### config.mk
export PLATFORM = sky130hd
export DESIGN_NAME = pipe_ctrl
export DESIGN_NICKNAME = d
export VERILOG_FILES = /design/src/rtl/pipe_ctrl.sv
export SDC_FILE = /design/constraint.sdc
export NUM_CORES = 1
export LEC_CHECK = 0
export CAP_MARGIN = 20
export CORE_MARGIN = 2
export CORE_UTILIZATION = 45
export DETAILED_ROUTE_END_ITERATION = 6
export GPL_TIMING_DRIVEN = 0
export HOLD_SLACK_MARGIN = 0.03
export PLACE_DENSITY = 0.75
export SYNTH_ARGS = -nofsm -noshare
export SYNTH_HDL_FRONTEND = slang
export SYNTH_SLANG_ARGS = --single-unit
### constraint.sdc
create_clock -name clk -period 3.3 [get_ports clk]
set_clock_uncertainty 0.2 [all_clocks]
set_input_delay 0.33 -clock clk [delete_from_list [all_inputs] [get_ports clk]]
set_output_delay 0.33 -clock clk [all_outputs]
set_load 0.03 [all_outputs]
### src/rtl/pipe_ctrl.sv
// Pipeline control: stall/flush generation, control registers, exception/interrupt/EXRT/WRCR handling.
// Stall, flush and new_pc are zero-latency combinational; register effects land on the next clk edge.
module pipe_ctrl (
  input  logic        clk,
  input  logic        reset,
  input  logic        if_busy,
  input  logic        mem_busy,
  input  logic        ld_hazard,
  input  logic        mem_en,
  input  logic [29:0] mem_pc,
  input  logic [1:0]  mem_ctrl_op,
  input  logic [2:0]  mem_exp_code,
  input  logic [4:0]  mem_dst_addr,
  input  logic [31:0] mem_out,
  input  logic [7:0]  irq,
  input  logic [4:0]  creg_rd_addr,
  output logic [31:0] creg_rd_data,
  output logic        exe_mode,
  output logic        if_stall,
  output logic        id_stall,
  output logic        ex_stall,
  output logic        mem_stall,
  output logic        if_flush,
  output logic        id_flush,
  output logic        ex_flush,
  output logic        mem_flush,
  output logic [29:0] new_pc,
  output logic        int_detect
);

  localparam logic [1:0] OP_WRCR     = 2'd1;
  localparam logic [1:0] OP_EXRT     = 2'd2;
  localparam logic [2:0] EXP_NONE    = 3'd0;
  localparam logic [2:0] EXP_EXT_INT = 3'd1;

  localparam logic [4:0] CREG_STATUS     = 5'd0;
  localparam logic [4:0] CREG_PRE_STATUS = 5'd1;
  localparam logic [4:0] CREG_EPC        = 5'd2;
  localparam logic [4:0] CREG_EXP_VECTOR = 5'd3;
  localparam logic [4:0] CREG_CAUSE      = 5'd4;
  localparam logic [4:0] CREG_INT_MASK   = 5'd5;
  localparam logic [4:0] CREG_IRQ        = 5'd6;

  typedef struct packed {
    logic int_en;
    logic exe_mode;
  } status_t;

  typedef enum logic [2:0] {
    EVT_NONE = 3'd0,
    EVT_EXP  = 3'd1,
    EVT_INT  = 3'd2,
    EVT_EXRT = 3'd3,
    EVT_WRCR = 3'd4
  } evt_e;

  status_t     r_status;
  status_t     r_pre_status;
  logic [29:0] r_epc;
  logic [29:0] r_exp_vector;
  logic [2:0]  r_cause;
  logic [7:0]  r_int_mask;

  logic        w_stall;
  logic        w_evt_ok;
  evt_e        w_evt;
  logic        w_unused;

  // No control register is wider than 30 bits.
  assign w_unused = ^mem_out[31:30];

  assign w_stall    = if_busy | mem_busy;
  assign w_evt_ok   = mem_en & ~w_stall;
  assign if_stall   = w_stall | ld_hazard;
  assign id_stall   = w_stall;
  assign ex_stall   = w_stall;
  assign mem_stall  = w_stall;
  assign exe_mode   = r_status.exe_mode;
  assign int_detect = r_status.int_en & (|(irq & ~r_int_mask));

  always_comb begin
    creg_rd_data = '0;
    case (creg_rd_addr)
      CREG_STATUS:     creg_rd_data = {30'd0, r_status};
      CREG_PRE_STATUS: creg_rd_data = {30'd0, r_pre_status};
      CREG_EPC:        creg_rd_data = {2'd0, r_epc};
      CREG_EXP_VECTOR: creg_rd_data = {2'd0, r_exp_vector};
      CREG_CAUSE:      creg_rd_data = {29'd0, r_cause};
      CREG_INT_MASK:   creg_rd_data = {24'd0, r_int_mask};
      CREG_IRQ:        creg_rd_data = {24'd0, irq};
      default:         creg_rd_data = '0;
    endcase
  end

  // A single MEM slot carries at most one event; exceptions outrank interrupts.
  always_comb begin
    w_evt = EVT_NONE;
    if (w_evt_ok) begin
      if (mem_exp_code != EXP_NONE)  w_evt = EVT_EXP;
      else if (int_detect)           w_evt = EVT_INT;
      else if (mem_ctrl_op == OP_EXRT) w_evt = EVT_EXRT;
      else if (mem_ctrl_op == OP_WRCR) w_evt = EVT_WRCR;
    end
  end

  always_comb begin
    {if_flush, id_flush, ex_flush, mem_flush} = 4'b0000;
    new_pc = '0;
    case (w_evt)
      EVT_EXP, EVT_INT: begin
        {if_flush, id_flush, ex_flush, mem_flush} = 4'b1111;
        new_pc = r_exp_vector;
      end
      EVT_EXRT: begin
        {if_flush, id_flush, ex_flush, mem_flush} = 4'b1111;
        new_pc = r_epc;
      end
      EVT_WRCR: begin
        {if_flush, id_flush, ex_flush, mem_flush} = 4'b1111;
        new_pc = mem_pc + 30'd1;
      end
      default: begin
        // Load-use: hold IF/ID and push a bubble into EX.
        if (!w_stall && ld_hazard) id_flush = 1'b1;
      end
    endcase
  end

  always_ff @(posedge clk) begin
    if (reset) begin
      r_status     <= '0;
      r_pre_status <= '0;
      r_epc        <= '0;
      r_exp_vector <= '0;
      r_cause      <= '0;
      r_int_mask   <= 8'hFF;
    end else begin
      case (w_evt)
        EVT_EXP, EVT_INT: begin
          r_pre_status <= r_status;
          r_status     <= '0;
          r_epc        <= mem_pc;
          r_cause      <= (w_evt == EVT_EXP) ? mem_exp_code : EXP_EXT_INT;
        end
        EVT_EXRT: r_status <= r_pre_status;
        EVT_WRCR: begin
          case (mem_dst_addr)
            CREG_STATUS:     r_status     <= status_t'(mem_out[1:0]);
            CREG_PRE_STATUS: r_pre_status <= status_t'(mem_out[1:0]);
            CREG_EPC:        r_epc        <= mem_out[29:0];
            CREG_EXP_VECTOR: r_exp_vector <= mem_out[29:0];
            CREG_CAUSE:      r_cause      <= mem_out[2:0];
            CREG_INT_MASK:   r_int_mask   <= mem_out[7:0];
            default: ;
          endcase
        end
        default: ;
      endcase
    end
  end

endmodule

# After elaboration in Yosys (flattened, before gate mapping)
# Index checks and enable logic that the tools add are counted.
# totals
register_bits,75
input_bits,91
# op_classes
add_sub_neg,1
n_eq_ne,21
mux,19
bitwise,7
reduce_logical,16
# ops
cell,count
one-hot mux 30 bit (7 select lines),1
one-hot mux 30 bit (3 select lines),1
one-hot mux 30 bit (2 select lines),1
"adder 30 x 1 -> 30 bit, second input constant",1
two-way mux 30 bit,1
"== test 5 x 3 -> 1 bit, second input constant",5
two-way mux 3 bit,7
"== test 5 x 2 -> 1 bit, second input constant",4
AND reduction 2 bit,6
"== test 5 x 1 -> 1 bit, second input constant",2
logical NOT 5 bit,2
AND 8 bit,1
"inequality test 2 x 1 -> 1 bit, second input constant",4
NOT 8 bit,1
OR reduction 8 bit,1
"== test 3 x 2 -> 1 bit, second input constant",2
one-hot mux 2 bit (3 select lines),1
one-hot mux 3 bit (2 select lines),1
nonzero test 3 bit,2
two-way mux 2 bit,2
one-hot mux 2 bit (2 select lines),1
OR reduction 4 bit,1
"== test 3 x 1 -> 1 bit, second input constant",1
"== test 3 bit, second input constant",1
other kinds (10),14

# Longest topological paths before layout
# logic_depth
ltp_word,11
ltp_mapped,9

# Worst setup path before layout
# No wires, ideal clock.
# synth_path
path_type,input -> output
start,input mem_exp_code[0]
end,output new_pc[4]
arrival_time_ns,2.238
slack_ns,0.532
path_stages,7
n_path_buf,3
cell_sequence,or3_1 > clkbuf_1 > nor2_1 > nand3_1 > buf_2 > clkbuf_1 > o21ai_0
# synth_via
elab_chain_cells,6
# synth_rtl
item,line,rtl
"start, declared",12,"input logic [2:0] mem_exp_code,"
nonzero test 3 bit *,99,if (mem_exp_code != EXP_NONE) w_evt = EVT_EXP;
two-way mux 3 bit *,99,
two-way mux 3 bit *,98,if (w_evt_ok) begin
== test 3 x 1 -> 1 bit / == test 3 x 2 -> 1 bit (equally long branches),109,case (w_evt)
OR reduction 2 bit,-,
one-hot mux 30 bit (3 select lines) *,109,
"end, declared",27,"output logic [29:0] new_pc,"
# Every way passes the cells marked *; elsewhere a longest branch is shown, timed or not.

# Worst setup path in the final report
# layout_path
start,input mem_pc[0]
end,output new_pc[23]
# layout_via
elab_chain_cells,2
# layout_rtl
item,line,rtl
"start, declared",10,"input logic [29:0] mem_pc,"
adder 30 x 1 -> 30 bit,120,new_pc = mem_pc + 30'd1;
one-hot mux 30 bit (3 select lines),109,
# No other way between the ends.

==> results.py <==
metrics = {
    "yosys": {
        "synth_area_mm2": 0.00515,
        "synth_ff_type": "dfxtp_1",
        "synthSimpleGateAreaFrac": 0.279,
        "synth_cells": 661,
        "synth_mux_area_frac": 0.0301,
        "synth_compound_area_frac": 0.285,
        "ys_ff_latch": 75,
        "yosysTopAreaCellShare": 0.292,
        "synth_area_leader_cell": "dfxtp_1",
        "synth_edf_count": 0,
        "synth_xor_area_frac": 0.0476,
        "synth-adder-area-share": 0.00243,
        "syn_avg_cell_area_um2": 7.79,
        "synth_top_family_by_area": "compound AO/OA/AOI/OAI gates",
        "async_flop_share": 0,
        "yosysWarnings": 0,
        "synthDistinctLibCells": 57,
        "seq_area_frac_synth": 0.292,
        "synth.area.top_cells": "dfxtp_1, nand2_1, a311oi_2, a21oi_1, xor2_1",
    },
    "clock_tree": {
        "worstSkewPairLatency_ns": 0.34,
        "cts-root-buf": "clkbuf_16",
        "cts_buffer_depth": 2,
        "clk_pin_slew_ns": 0.06,
        "cts.htree.levels": 3,
        "clock-sinks": 75,
        "cts_tree": "built",
        "cts-buffers-inserted": 9,
    },
    "worst_setup_path": {
        "crit_path_end_kind": "output port",
        "critPathLaunchType": "input pin",
        "arrival_ns": 2.70,
        "r2r-end": "r_epc[2]",
        "ff2ff_path_depth": 7,
        "timing.reg2reg.setup_slack_ns": 0.69,
        "path_max_fanout": 5,
        "worst-setup-path-type": "in -> out",
        "cp.required_ns": 2.77,
        "reg2reg_from": "r_int_mask[6]",
    },
    "outcome": {
        "violations": "DRC",
        "status": "complete, but fails checks",
    },
    "die": {
        "dieArea_mm2": 0.0123,
        "die_y_um": 111,
        "core_mm2": 0.0113,
        "die_w_um": 111,
        "initial_core_util": 0.457,
        "ioPinCount": 163,
        "rows": 39,
    },
    "final_layout": {
        "drive_above_1_share": 0.174,
        "num_antenna_cells": 0,
        "final.fill_count": 1008,
        "mostFrequentLayoutCells": "nand2_1, clkdlybuf4s50_1, dfxtp_1, nor2_1, a21oi_1",
        "finish.instance_area_mm2": 0.00717,
        "final_nets": 924,
        "areaGrowthSynthToFinish_pct": 39.2,
        "final_common_cell": "nand2_1",
    },
    "route": {
        "drt-initial-drc-count": 497,
        "vias_per_cell": 6.02,
        "num_vias": 5904,
        "ant_nets": 0,
        "wl_um": 19600,
        "wire_per_inst_um": 20.0,
        "first_pass_iters": 7,
        "route.detailed.drc": 7,
    },
    "grt": {
        "grt_start_max_net_pins": 15,
        "grt_use_total": 0.314,
        "grt_first_pass_wirelength_um": 30700,
        "grt_pass1_vias": 5866,
        "antenna_found_initial": 0,
        "globalRouteOverflowTotal": 0,
    },
    "placement": {
        "place_area_mm2": 0.00690,
        "hpwlAfterDp_um": 14800,
        "gp_congestion": 0.942,
        "io_buffer_count": 157,
    },
    "min_path": {
        "whs_path_depth": 3,
        "min_to": "r_epc[6]",
        "hold_path_class": "in -> reg",
        "min_from": "mem_pc[6]",
    },
    "pwr": {
        "peakVddDrop_mv": 0.208,
        "total_power_uw": 2460,
        "power_density_mw_per_mm2": 344,
        "p_leak_uw": 0.00271,
    },
    "sta": {
        "timing.fmax_ghz": 0.309,
        "hold_violations": 0,
        "fin_crit_sh": 0.979,
        "period_minus_slack_ns": 3.23,
        "slew_viol_final": 0,
        "tightest_slew_ns": 0.795,
        "finalSetupViolations": 0,
        "grt_setup_unrepaired": "yes",
        "slew_headroom": 0.470,
    },
    "flow_run": {
        "max_cap_violations": 0,
    },
}
==> stage by stage <==
step | setup TNS [ns] | hold WS (ns) | cells | setup WS [ns] | utilization
CTS | 0 | 0.268 | 981 | 0.000917 | 0.643
finish | 0 | 0.262 | 980 | 0.0681 | 0.636
global route | -0.0234 | 0.276 | 980 | -0.0234 | 0.636
global placement | -22.37 | 0.253 | 962 | -0.605 | 0.612
detailed placement | -23.69 | 0.263 | 962 | -0.619 | 0.612
floorplan | 0 | 0.241 | 662 | 0.532 | -
==> layer usage <==
layer | vias to the layer above | GRT usage | wire length (µm)
met4 | 0 | 0.154 | 738
met3 | 56 | 0.0541 | 1940
met5 | - | 0 | 0
li1 | 2710 | - | -
met2 | 374 | 0.510 | 9080
met1 | 2764 | 0.404 | 7830
==> kinds of logic after synthesis <==
kind of cell	Yosys count
and+or+nand+nor	297
AOI/OAI and AO/OA	183
DFF	75
buffers and inverters	63
xor gates and xnor gates	28
muxes	13
adders and majority gates	1
other	1
==> repair_timing <==
action | in CTS | in global routing
hold buffers | 0 | 0
buffers inserted | 3 | 0
hold endpoints to repair | 0 | 0
gates resized for setup | 91 | 72
pin swaps | 3 | 2
setup endpoints to repair | 55 | 51
==> synthesized netlist by cell type, types with 9 or more instances <==
master,number
a311oi_2,29
dfxtp_1,75
nand3_1,14
nand2_1,149
a21oi_1,45
clkbuf_1,31
xor2_1,23
mux2i_1,11
o21ai_0,23
nor2b_1,14
nor2_1,46
buf_4,13
a22o_1,22
a22oi_1,21
nor3_1,16
and3_1,9
nand2_2,9
==> critical path, stage by stage <==
cell and delay (ns):
clkdlybuf4s50_1 0.64, nand2_2 0.17, nor4_4 0.38, and3_1 0.24, buf_2 0.17, nand3_1 0.11
xor2_1 0.16, o22ai_1 0.17, clkdlybuf4s15_2 0.33
==> worst max path at each step <==
stage / start / to / cells past startpoint
6_report: mem_pc[0] / new_pc[23] / 9
3_5_place_dp: mem_pc[0] / new_pc[24] / 9
4_1_cts: mem_exp_code[0] / new_pc[8] / 9
2_1_floorplan: mem_exp_code[0] / new_pc[4] / 7
3_3_place_gp: mem_pc[0] / new_pc[26] / 9
5_1_grt: mem_pc[8] / new_pc[23] / 9
==> layout make-up <==
| cell class | count | area [µm²] | share of cell area |
|---|---|---|---|
| Clock buffer | 10 | 239 | 0.0334 |
| Timing Repair Buffer | 160 | 1440 | 0.201 |
| Inverter | 7 | 28.8 | 0.00402 |
| Multi-Input combinational cell | 524 | 3350 | 0.468 |
| Clock inverter | 6 | 95.1 | 0.0133 |
| Tap cell | 143 | 179 | 0.0250 |
| Sequential cell | 75 | 1500 | 0.210 |
| Buffer | 55 | 325 | 0.0454 |
==> sequential cells by signal, summed over array words and instances, names as in the netlist <==
signal,count
exe_mode,1
r_cause,3
r_epc,30
r_exp_vector,30
r_int_mask,8
r_pre_status,2
r_status,1
==> where the power goes <==
| part | switching (µW) | internal (µW) | leakage [µW] |
|---|---|---|---|
| sequential | 20.1 | 929 | 0.000608 |
| clock | 420 | 691 | 0.000164 |
| combinational | 216 | 186 | 0.00194 |
No activity file was read; power rests on OpenSTA's default activity.
